**config.mk**
```make
export PLATFORM = sky130hd
export DESIGN_NAME = alu_control_md
export DESIGN_NICKNAME = d
export VERILOG_FILES = /design/src/rtl/mips_alu_pkg.sv /design/src/rtl/md_iter_unit.sv /design/src/rtl/alu_control_md.sv
export SDC_FILE = /design/constraint.sdc
export NUM_CORES = 1
export LEC_CHECK = 0
export ABC_AREA = 1
export CAP_MARGIN = 20
export CORE_MARGIN = 2
export CORE_UTILIZATION = 36
export CTS_CLUSTER_SIZE = 12
export DETAILED_ROUTE_END_ITERATION = 10
export PLACE_DENSITY = 0.49
export SYNTH_ARGS = -nofsm -noshare
export SYNTH_HDL_FRONTEND = slang
export SYNTH_HIERARCHICAL = 1
export SYNTH_SLANG_ARGS = --single-unit
```
**constraint.sdc**
```tcl
create_clock -name i_clk -period 3.3 [get_ports i_clk]
set_input_delay 0.33 -clock i_clk [delete_from_list [all_inputs] [get_ports i_clk]]
set_output_delay 0.33 -clock i_clk [all_outputs]
set_load 0.1 [all_outputs]
```
**src/rtl/mips_alu_pkg.sv**
```systemverilog
// Shared constants for the EX-stage ALU control and the mult/div sequencer.
package mips_alu_pkg;

    // Main-control ALU class
    localparam logic [1:0] CLS_ADD   = 2'b00;
    localparam logic [1:0] CLS_SUB   = 2'b01;
    localparam logic [1:0] CLS_RTYPE = 2'b10;
    localparam logic [1:0] CLS_IMM   = 2'b11;

    // R-type funct codes
    localparam logic [5:0] F_SLL   = 6'b000000;
    localparam logic [5:0] F_SRL   = 6'b000010;
    localparam logic [5:0] F_SRA   = 6'b000011;
    localparam logic [5:0] F_SLLV  = 6'b000100;
    localparam logic [5:0] F_SRLV  = 6'b000110;
    localparam logic [5:0] F_SRAV  = 6'b000111;
    localparam logic [5:0] F_MFHI  = 6'b010000;
    localparam logic [5:0] F_MTHI  = 6'b010001;
    localparam logic [5:0] F_MFLO  = 6'b010010;
    localparam logic [5:0] F_MTLO  = 6'b010011;
    localparam logic [5:0] F_MULT  = 6'b011000;
    localparam logic [5:0] F_MULTU = 6'b011001;
    localparam logic [5:0] F_DIV   = 6'b011010;
    localparam logic [5:0] F_DIVU  = 6'b011011;
    localparam logic [5:0] F_ADD   = 6'b100000;
    localparam logic [5:0] F_ADDU  = 6'b100001;
    localparam logic [5:0] F_SUB   = 6'b100010;
    localparam logic [5:0] F_SUBU  = 6'b100011;
    localparam logic [5:0] F_AND   = 6'b100100;
    localparam logic [5:0] F_OR    = 6'b100101;
    localparam logic [5:0] F_XOR   = 6'b100110;
    localparam logic [5:0] F_NOR   = 6'b100111;
    localparam logic [5:0] F_SLT   = 6'b101010;
    localparam logic [5:0] F_SLTU  = 6'b101011;

    // I-type opcodes
    localparam logic [5:0] OP_ADDI  = 6'b001000;
    localparam logic [5:0] OP_ADDIU = 6'b001001;
    localparam logic [5:0] OP_SLTI  = 6'b001010;
    localparam logic [5:0] OP_SLTIU = 6'b001011;
    localparam logic [5:0] OP_ANDI  = 6'b001100;
    localparam logic [5:0] OP_ORI   = 6'b001101;
    localparam logic [5:0] OP_XORI  = 6'b001110;
    localparam logic [5:0] OP_LUI   = 6'b001111;

    // ALU op codes
    localparam logic [3:0] ALU_ADD     = 4'b0000;
    localparam logic [3:0] ALU_SUB     = 4'b0001;
    localparam logic [3:0] ALU_AND     = 4'b0010;
    localparam logic [3:0] ALU_OR      = 4'b0011;
    localparam logic [3:0] ALU_NOR     = 4'b0100;
    localparam logic [3:0] ALU_XOR     = 4'b0101;
    localparam logic [3:0] ALU_SLTU    = 4'b0110;
    localparam logic [3:0] ALU_SLT     = 4'b0111;
    localparam logic [3:0] ALU_SLL     = 4'b1000;
    localparam logic [3:0] ALU_SRL     = 4'b1001;
    localparam logic [3:0] ALU_SRA     = 4'b1011;
    localparam logic [3:0] ALU_LUI     = 4'b1100;
    localparam logic [3:0] ALU_ILLEGAL = 4'b1111;

    typedef enum logic [1:0] {
        MD_IDLE = 2'd0,
        MD_RUN  = 2'd1,
        MD_DONE = 2'd2
    } md_state_t;

endpackage

```
**src/rtl/md_iter_unit.sv**
```systemverilog
// Iterative multiply/divide datapath: one shift-add or restoring-subtract step per cycle.
//  state   | meaning
//  MD_IDLE | waiting for start; result outputs hold the last op
//  MD_RUN  | DATA_W iteration steps on unsigned magnitudes
//  MD_DONE | sign-corrected result valid; caller captures HI/LO on leaving
module md_iter_unit
    import mips_alu_pkg::*;
#(
    parameter int DATA_W = 32
) (
    input  logic              clk_i,
    input  logic              rst_ni,
    input  logic              start_i,
    input  logic              div_i,
    input  logic              signed_i,
    input  logic [DATA_W-1:0] a_i,
    input  logic [DATA_W-1:0] b_i,
    output md_state_t         state_o,
    output logic              done_o,
    output logic              div_zero_o,
    output logic [DATA_W-1:0] hi_o,
    output logic [DATA_W-1:0] lo_o
);
    localparam int CNT_W = $clog2(DATA_W);

    md_state_t         state_q, state_d;
    logic [CNT_W-1:0]  cnt_q, cnt_d;
    logic              div_q, div_d;
    logic              neg_p_q, neg_p_d;   // negate product / quotient
    logic              neg_r_q, neg_r_d;   // negate remainder
    logic              dz_q, dz_d;
    logic [DATA_W-1:0] mag_q, mag_d;       // multiplicand or divisor magnitude
    logic [DATA_W:0]   acc_q, acc_d;       // product upper half or partial remainder
    logic [DATA_W-1:0] lo_q, lo_d;         // multiplier / quotient shift register

    logic [DATA_W-1:0]   mag_a, mag_b;
    logic [DATA_W:0]     sum, rem_sh;
    logic [2*DATA_W-1:0] prod, prod_s;
    logic [DATA_W-1:0]   quo_s, rem_s;

    // Operand magnitudes; the most-negative value maps to 2^(DATA_W-1) unsigned
    assign mag_a  = (signed_i && a_i[DATA_W-1]) ? -a_i : a_i;
    assign mag_b  = (signed_i && b_i[DATA_W-1]) ? -b_i : b_i;
    assign sum    = acc_q + {1'b0, (lo_q[0] ? mag_q : '0)};
    assign rem_sh = {acc_q[DATA_W-1:0], lo_q[DATA_W-1]};

    // Next-state and iteration step
    always_comb begin
        state_d = state_q;
        cnt_d   = cnt_q;
        div_d   = div_q;
        neg_p_d = neg_p_q;
        neg_r_d = neg_r_q;
        dz_d    = dz_q;
        mag_d   = mag_q;
        acc_d   = acc_q;
        lo_d    = lo_q;
        case (state_q)
            MD_IDLE: begin
                if (start_i) begin
                    state_d = MD_RUN;
                    cnt_d   = CNT_W'(DATA_W - 1);
                    div_d   = div_i;
                    neg_p_d = signed_i & (a_i[DATA_W-1] ^ b_i[DATA_W-1]);
                    neg_r_d = signed_i & a_i[DATA_W-1];
                    dz_d    = div_i & (b_i == '0);
                    mag_d   = div_i ? mag_b : mag_a;
                    lo_d    = div_i ? mag_a : mag_b;
                    acc_d   = '0;
                end
            end
            MD_RUN: begin
                if (div_q) begin
                    if (rem_sh >= {1'b0, mag_q}) begin
                        acc_d = rem_sh - {1'b0, mag_q};
                        lo_d  = {lo_q[DATA_W-2:0], 1'b1};
                    end else begin
                        acc_d = rem_sh;
                        lo_d  = {lo_q[DATA_W-2:0], 1'b0};
                    end
                end else begin
                    acc_d = {1'b0, sum[DATA_W:1]};
                    lo_d  = {sum[0], lo_q[DATA_W-1:1]};
                end
                if (cnt_q == '0) state_d = MD_DONE;
                else             cnt_d   = cnt_q - 1'b1;
            end
            MD_DONE: state_d = MD_IDLE;
            default: state_d = MD_IDLE;
        endcase
    end

    // Sequencer and datapath registers
    always_ff @(posedge clk_i or negedge rst_ni) begin
        if (!rst_ni) begin
            state_q <= MD_IDLE;
            cnt_q   <= '0;
            div_q   <= 1'b0;
            neg_p_q <= 1'b0;
            neg_r_q <= 1'b0;
            dz_q    <= 1'b0;
            mag_q   <= '0;
            acc_q   <= '0;
            lo_q    <= '0;
        end else begin
            state_q <= state_d;
            cnt_q   <= cnt_d;
            div_q   <= div_d;
            neg_p_q <= neg_p_d;
            neg_r_q <= neg_r_d;
            dz_q    <= dz_d;
            mag_q   <= mag_d;
            acc_q   <= acc_d;
            lo_q    <= lo_d;
        end
    end

    // Sign fix-up; divide by zero leaves HI = dividend and forces LO to all ones
    assign prod   = {acc_q[DATA_W-1:0], lo_q};
    assign prod_s = neg_p_q ? -prod : prod;
    assign quo_s  = neg_p_q ? -lo_q : lo_q;
    assign rem_s  = neg_r_q ? -acc_q[DATA_W-1:0] : acc_q[DATA_W-1:0];

    assign hi_o       = div_q ? rem_s : prod_s[2*DATA_W-1:DATA_W];
    assign lo_o       = div_q ? (dz_q ? '1 : quo_s) : prod_s[DATA_W-1:0];
    assign state_o    = state_q;
    assign done_o     = (state_q == MD_DONE);
    assign div_zero_o = (state_q == MD_DONE) && dz_q;

endmodule

```
**src/rtl/alu_control_md.sv**
```systemverilog
// EX-stage ALU control: op decode, HI/LO registers and stall against the mult/div sequencer.
module alu_control_md
    import mips_alu_pkg::*;
#(
    parameter int DATA_W       = 32,
    parameter int BITS_ALU     = 6,
    parameter int BITS_ALU_CTL = 2,
    parameter int ALU_OP       = 4
) (
    input  logic                    i_clk,
    input  logic                    i_rst_n,
    input  logic                    i_valid,
    input  logic                    i_flush,
    input  logic [BITS_ALU-1:0]     i_funct,
    input  logic [BITS_ALU-1:0]     i_opcode,
    input  logic [BITS_ALU_CTL-1:0] i_unit_alu_op,
    input  logic [DATA_W-1:0]       i_rs_data,
    input  logic [DATA_W-1:0]       i_rt_data,
    output logic [ALU_OP-1:0]       o_alu_op,
    output logic                    o_shamt,
    output logic                    o_illegal,
    output logic                    o_hilo_sel,
    output logic [DATA_W-1:0]       o_hilo_data,
    output logic                    o_stall,
    output logic                    o_md_busy,
    output logic                    o_div_zero
);
    logic              is_rtype, is_md, is_muldiv, stall, fire;
    md_state_t         md_state;
    logic              md_done;
    logic [DATA_W-1:0] md_hi, md_lo;
    logic [DATA_W-1:0] hi_q, hi_d, lo_q, lo_d;

    // ALU op decode from class, funct and opcode
    always_comb begin
        o_alu_op  = ALU_ILLEGAL;
        o_illegal = 1'b1;
        o_shamt   = 1'b0;
        is_md     = 1'b0;
        case (i_unit_alu_op)
            CLS_ADD: begin o_alu_op = ALU_ADD; o_illegal = 1'b0; end
            CLS_SUB: begin o_alu_op = ALU_SUB; o_illegal = 1'b0; end
            CLS_RTYPE: begin
                o_illegal = 1'b0;
                case (i_funct)
                    F_ADD, F_ADDU: o_alu_op = ALU_ADD;
                    F_SUB, F_SUBU: o_alu_op = ALU_SUB;
                    F_AND:         o_alu_op = ALU_AND;
                    F_OR:          o_alu_op = ALU_OR;
                    F_NOR:         o_alu_op = ALU_NOR;
                    F_XOR:         o_alu_op = ALU_XOR;
                    F_SLT:         o_alu_op = ALU_SLT;
                    F_SLTU:        o_alu_op = ALU_SLTU;
                    F_SLL:  begin o_alu_op = ALU_SLL; o_shamt = 1'b1; end
                    F_SRL:  begin o_alu_op = ALU_SRL; o_shamt = 1'b1; end
                    F_SRA:  begin o_alu_op = ALU_SRA; o_shamt = 1'b1; end
                    F_SLLV:        o_alu_op = ALU_SLL;
                    F_SRLV:        o_alu_op = ALU_SRL;
                    F_SRAV:        o_alu_op = ALU_SRA;
                    F_MFHI, F_MTHI, F_MFLO, F_MTLO,
                    F_MULT, F_MULTU, F_DIV, F_DIVU: begin
                        o_alu_op = ALU_ADD;
                        is_md    = 1'b1;
                    end
                    default: begin o_alu_op = ALU_ILLEGAL; o_illegal = 1'b1; end
                endcase
            end
            CLS_IMM: begin
                o_illegal = 1'b0;
                case (i_opcode)
                    OP_ADDI, OP_ADDIU: o_alu_op = ALU_ADD;
                    OP_SLTI:           o_alu_op = ALU_SLT;
                    OP_SLTIU:          o_alu_op = ALU_SLTU;
                    OP_ANDI:           o_alu_op = ALU_AND;
                    OP_ORI:            o_alu_op = ALU_OR;
                    OP_XORI:           o_alu_op = ALU_XOR;
                    OP_LUI:            o_alu_op = ALU_LUI;
                    default: begin o_alu_op = ALU_ILLEGAL; o_illegal = 1'b1; end
                endcase
            end
            default: ;
        endcase
    end

    assign is_rtype  = (i_unit_alu_op == CLS_RTYPE);
    assign is_muldiv = is_md && (i_funct[5:2] == F_MULT[5:2]);
    // Any HI/LO-touching op waits until the sequencer has written its result
    assign stall     = i_valid && is_md && (md_state != MD_IDLE);
    assign fire      = i_valid && !i_flush && !stall && is_rtype;

    md_iter_unit #(.DATA_W(DATA_W)) u_md (
        .clk_i      (i_clk),
        .rst_ni     (i_rst_n),
        .start_i    (fire && is_muldiv),
        .div_i      (i_funct[1]),
        .signed_i   (~i_funct[0]),
        .a_i        (i_rs_data),
        .b_i        (i_rt_data),
        .state_o    (md_state),
        .done_o     (md_done),
        .div_zero_o (o_div_zero),
        .hi_o       (md_hi),
        .lo_o       (md_lo)
    );

    // HI/LO update: sequencer result on DONE exit, else MTHI/MTLO
    always_comb begin
        hi_d = hi_q;
        lo_d = lo_q;
        if (md_done) begin
            hi_d = md_hi;
            lo_d = md_lo;
        end else if (fire) begin
            if (i_funct == F_MTHI) hi_d = i_rs_data;
            if (i_funct == F_MTLO) lo_d = i_rs_data;
        end
    end

    // HI/LO registers
    always_ff @(posedge i_clk or negedge i_rst_n) begin
        if (!i_rst_n) begin
            hi_q <= '0;
            lo_q <= '0;
        end else begin
            hi_q <= hi_d;
            lo_q <= lo_d;
        end
    end

    assign o_hilo_sel  = is_rtype && (i_funct == F_MFHI || i_funct == F_MFLO);
    assign o_hilo_data = !is_rtype           ? '0   :
                         (i_funct == F_MFHI) ? hi_q :
                         (i_funct == F_MFLO) ? lo_q : '0;
    assign o_stall     = stall;
    assign o_md_busy   = (md_state != MD_IDLE);

endmodule

```
-- After elaboration in Yosys (flattened, before gate mapping)
Cells that the tools add are included.
- logic and storage cells: 150
- input bits: 82
- output and inout port bits: 42
- register bits after elaboration: 172
- order comparisons: 1
- muxes and demuxes: 44
- reduce and logical (&&, ||, !) cells: 41
- bitwise gates (word level): 5
- equal/unequal tests: 40
- add/subtract/negate cells: 8
- operators with widths (cell ; count):
    $mux 32 ; 21
    $neg 32->32 ; 4
    $mux 33 ; 3
    $pmux 33 s2 ; 1
    $mux 64 ; 1
    $neg 64->64 ; 1
    $pmux 32 s2 ; 1
    $eq 6x6->1 const B ; 10
    $eq 6x4->1 const B ; 8
    $eq 6x5->1 const B ; 8
    $pmux 4 s11 ; 1
    $add 33x32->33 ; 1
    $ge 33x32->1 ; 1
    $sub 33x32->33 ; 1
    $logic_not 32->1 ; 1
    $pmux 4 s7 ; 1
    $reduce_or 24->1 ; 1
    $eq 6x3->1 const B ; 3
    $pmux 4 s4 ; 1
    $reduce_or 8->1 ; 2
    $eq 6x2->1 const B ; 2
    $reduce_or 2->1 ; 6
    $logic_and 1x1->1 ; 11
    $mux 5 ; 2
    24 further kinds ; 47

-- Longest topological paths before layout
Gate-level depths: netlist (run 1).
- depth after elaboration: 12
- depth in mapped cells: 22
- depth with buffers taken out: 20

-- Hierarchy
The synthesis (run 1) kept the hierarchy.
- by module, submodules not included (module ; area each (sq um) ; instances ; cells an instance ; sequential area each (sq um)):
    md_iter_unit ; 16114.2 ; 1 ; 2953 ; 2702.6
    alu_control_md ; 3963.8 ; 1 ; 613 ; 1601.5

-- Least setup slack after synthesis (run 1)
No wires, ideal clock.
- path type: register to output
- start: register u_md.state_q[0], in the netlist u_md/state_o[0]
- end: output port o_stall
- path buffers: 0
- path slack: -465 ps
- data required time: 2970 ps
- stages on the path, launching flop included: 4
- data arrival time: 3435 ps
- cell sequence: dfrtp_1 or2_1 nand3_1 nor3_1
- cells in the longest elaborated chain, start to end: 2
- ends and longest elaborated chain (item ; line ; RTL):
    start: declaration ; md_iter_unit.sv:26 ; md_state_t state_q, state_d;
    start signal: assignment ; md_iter_unit.sv:106 ; state_q <= state_d;
    $reduce_bool 2->1 ; n/a ;
    named net o_md_busy ; alu_control_md.sv:25 ; output logic o_md_busy,
    $logic_and 1x1->1 ; alu_control_md.sv:88 ; assign stall = i_valid && is_md && (md_state != MD_IDLE);
    end: declaration ; alu_control_md.sv:24 ; output logic o_stall,
The timed path passes the listed nets, and every way through them passes these cells.

-- Worst setup path after layout (run 1)
- start: register u_md.lo_q[0]
- end: register u_md.acc_q[19]
- cells in the longest elaborated chain, start to end: 4
- ends and longest elaborated chain (item ; line ; RTL):
    start: declaration ; md_iter_unit.sv:34 ; logic [DATA_W-1:0] lo_q, lo_d;
    start signal: assignment ; md_iter_unit.sv:114 ; lo_q <= lo_d;
    $mux 32 ; md_iter_unit.sv:44 ; assign sum = acc_q + {1'b0, (lo_q[0] ? mag_q : '0)};
    $add 33x32->33 ; md_iter_unit.sv:44 ;
    $mux 33 ; md_iter_unit.sv:73 ; if (div_q) begin
    $pmux 33 s2 ; md_iter_unit.sv:58 ; case (state_q)
    end signal: assignment ; md_iter_unit.sv:103 ; acc_q <= '0;
    end signal: assignment ; md_iter_unit.sv:113 ; acc_q <= acc_d;
    end: declaration ; md_iter_unit.sv:33 ; logic [DATA_W:0] acc_q, acc_d;
No other way between the ends.
A chain may end at the register's enable or synchronous reset.

==> flow_metrics.py, run 1 <==
metrics = {
    "grt": {
        "overflow": 0,
        "first_global_vias": 22596,
        "grt_max_degree": 65,
        "grt.total_usage": 0.354,
        "antenna_found_initial": 6,
        "grt_pass1_wl_um": 149000,
    },
    "detailed_routing": {
        "wl_um": 102000,
        "drc": 0,
        "first_iter_violations": 2934,
        "drt-pass1-iter-count": 7,
        "vias": 24445,
        "post_drt_wl_per_cell_um": 23.0,
        "viasPerCell": 5.49,
        "ant_nets": 0,
    },
    "yosys": {
        "yosys.area.top_type": "nand2_1",
        "avgSynthCellArea_um2": 5.63,
        "synth-seq-cells": 172,
        "netlist_area_um2": 20100,
        "synth_warnings": 6,
        "yosysSeqAreaShare": 0.214,
        "synth_edf_count": 0,
        "synthDominantCellAreaShare": 0.237,
        "ys_types": 54,
        "ys.flop_type": "dfrtp_1",
        "synthCells": 3566,
        "syn_nets": 3720,
        "synthTopCellsByArea": "nand2_1 24%, dfrtp_1 21%, inv_1 8.8%",
        "async_reset_ff_frac": 1.00,
    },
    "cts": {
        "worstSkewPairLatency_ns": 0.51,
        "cts.repair.resized": 0,
        "cts-root-buf": "clkbuf_16",
        "clock_path_buffers": 2,
        "cts_sinks": 172,
        "cts_tree": "done",
        "cts_buffers": 17,
        "clk_pin_slew_ns": 0.09,
        "cts_max_level": 4,
    },
    "worst_setup_path": {
        "crit_slowest_cell": "ha_1",
        "arrival_ns": 3.50,
        "timing.critical_path.mode_cell": "nand2_1",
        "critPathLaunchType": "flip-flop",
        "crit_chain": "buf_12 -> nand2_1 -> inv_1 -> ha_1 -> nand2_1 -> inv_1 -> nand2_1 -> nor3_1 -> o21ai_0 -> nand3_1 -> nand2_1 -> nand3_1 -> nand2_1 -> nand3_1 -> nand2_1",
        "slowest_delay_ns": 0.44,
        "crit_path_end_kind": "flip-flop",
        "critPathRequiredTime_ns": 3.70,
        "crit_fanout": 34,
        "critPathKind": "flip-flop to flip-flop",
        "rrSetupSlack_ns": 0.20,
    },
    "power": {
        "leakagePower_uw": 0.0121,
        "power_switching_uw": 11100,
        "combPwrFrac": 0.690,
        "switching_share": 0.591,
        "p_int_uw": 7670,
        "ir_drop_uv": 512,
        "finalPower_uw": 18700,
        "power.density_nw_per_um2": 796,
        "seqPwrFrac": 0.199,
        "clockPowerShare": 0.112,
    },
    "floorplanning": {
        "rows": 86,
        "start_util": 0.364,
        "die_w_um": 240,
        "ios": 124,
        "core_um2": 55100,
        "die-area_um2": 57700,
        "chipHeight_um": 240,
    },
    "sta": {
        "rsz0062_at_grt": "false",
        "slew_violations": 0,
        "setup_viol": 0,
        "tightest_slew_ns": 0.867,
        "maxSlewHeadroom": 0.421,
        "max_freq_ghz": 0.323,
        "hold_viol": 0,
        "min_period_over_period": 0.939,
        "holdWs_ns": 0.365,
        "clock_skew_ns": 0.0192,
        "min_period_ns": 3.10,
        "final.setup.tns_ns": 0,
    },
    "final_layout": {
        "fillCellCount": 6253,
        "syn_to_final_growth_pct": 17.2,
        "drive_gt1_frac": 0.0703,
        "regArea_um2": 4310,
        "multi_input_area_um2": 13400,
        "nNetsFinal": 3842,
        "fin_area_um2": 23500,
        "stdcell_count": 4451,
    },
    "place": {
        "gp_congestion": 1.08,
        "dpl.hpwl_um": 84900,
        "placed_cell_area_um2": 22900,
        "placedCellCount": 4416,
        "io_buffers": 123,
    },
    "flow_run": {
        "cap_violations": 0,
    },
    "outcome": {
        "status": "finished clean",
    },
    "hold_path": {
        "min_path_type": "primary input to async pin",
    },
}
cell usage after synthesis, types with 9 or more instances:
master	count
nand4_1	57
clkbuf_1	84
ha_1	70
xor2_1	70
nand3_1	294
xnor2_1	17
o21bai_1	9
o21ai_0	187
o21ai_1	35
dfrtp_1	172
nand3b_1	18
o221ai_1	16
a21oi_1	204
buf_2	21
nor2_2	18
o211ai_1	27
a21boi_0	15
nor3_1	63
nor2_1	324
inv_2	11
nand2_1	1269
or2_2	12
inv_1	473
buf_1	16
per-stage QoR:
step,utilization,worst slack (ns)
after floorplan,-,0.284
after global placement,0.417,0.365
after detailed placement,0.417,0.351
after CTS,0.427,0.377
after global routing,0.427,0.0370
final,0.427,0.203
timing repair:
item                                    in CTS  in global routing
hold buffers                                 1                  0
endpoints found under the hold margin       51                  0
setup buffers                                0                  0
endpoints found under the setup margin       0                  0
final timing paths:
check / start / end / cells past startpoint
worst max-delay path: u_md/lo_q[0] / u_md/acc_q[19] / 15
worst min-delay path: i_rst_n / u_md/acc_q[21] / 2
worst min register to register: lo_q[0] / lo_q[0] / 2
min in group i_clk: lo_q[0] / lo_q[0] / 2
worst max register to register: u_md/lo_q[0] / u_md/acc_q[19] / 15
max in group asynchronous: i_rst_n / u_md/lo_q[21] / 3
worst max-delay path, delay by kind of cell, from the launching register on:
family | cells | cell delay, ns
buf+inv | 3 | 0.38
simple gates | 10 | 1.52
flops | 1 | 0.41
fa+ha+maj | 1 | 0.44
compound gates | 1 | 0.23
kinds of logic (layout without fill, tap and decap cells):
logic type / count (synthesis) / in the layout / synth area share
other: 0 / 2 / 0
AND/OR/NAND/NOR: 2094 / 2094 / 0.438
XOR/XNOR: 87 / 87 / 0.0380
adder cells (fa/ha/maj): 72 / 72 / 0.0456
AO/OA/AOI/OAI: 521 / 521 / 0.143
flip-flops: 172 / 172 / 0.214
buffers and inverters: 620 / 755 / 0.121
power by group through the flow:
stage	clock network (uW)	logic [uW]	registers, uW
6_report	2090	12900	3730
5_1_grt	2220	14000	3750
4_1_cts	2130	12600	3650
3_5_place_dp	0	12500	3690
3_3_place_gp	0	12500	3680
2_1_floorplan	0	7730	3280
layer usage:
metal / routed length [um] / GRT usage / vias up
li1: - / - / 11654
met1: 45500 / 0.509 / 11436
met2: 42400 / 0.515 / 1187
met3: 10600 / 0.0812 / 160
met4: 3640 / 0.124 / 8
met5: 57 / 0 / -
cells in the final DEF, fill, tap and decap left out, drive strengths merged, types with 18 or more instances in the layout:
| master | Yosys | final |
|---|---|---|
| nand2 | 1277 | 1277 |
| o211ai | 27 | 27 |
| nor2 | 347 | 347 |
| nor3 | 66 | 66 |
| clkdlybuf4s50 | 0 | 80 |
| nand4 | 57 | 57 |
| dfrtp | 172 | 172 |
| ha | 70 | 70 |
| a21oi | 204 | 204 |
| clkbuf | 84 | 19 |
| o21ai | 224 | 224 |
| xor2 | 70 | 70 |
| nand3b | 18 | 18 |
| nand3 | 301 | 301 |
| inv | 484 | 493 |
| buf | 49 | 154 |
registers in the layout, indices dropped and copies added, names as in the netlist:
register	count
u_md/acc_q	33
hi_q	32
lo_q	32
u_md/lo_q	32
u_md/mag_q	32
u_md/cnt_q	5
u_md/state_o	2
u_md/div_q	1
u_md/dz_q	1
u_md/neg_p_q	1
u_md/neg_r_q	1
layout make-up:
| class | instances | area share |
|---|---|---|
| Tap cell | 748 | 0.0398 |
| Antenna cell | 2 | 0.000213 |
| Timing Repair Buffer | 236 | 0.107 |
| Multi-Input combinational cell | 2774 | 0.568 |
| Sequential cell | 172 | 0.183 |
| Inverter | 487 | 0.0777 |
| Clock inverter | 14 | 0.00617 |
| Clock buffer | 18 | 0.0182 |
Note: power is estimated with default switching activity, not from simulation.
==> inputs of run 2 (changes only) <==
SLEW_MARGIN = 20   (was unset)
==> results of run 2 <==
The final DEF is identical to that of run 1; final timing and power are the same.
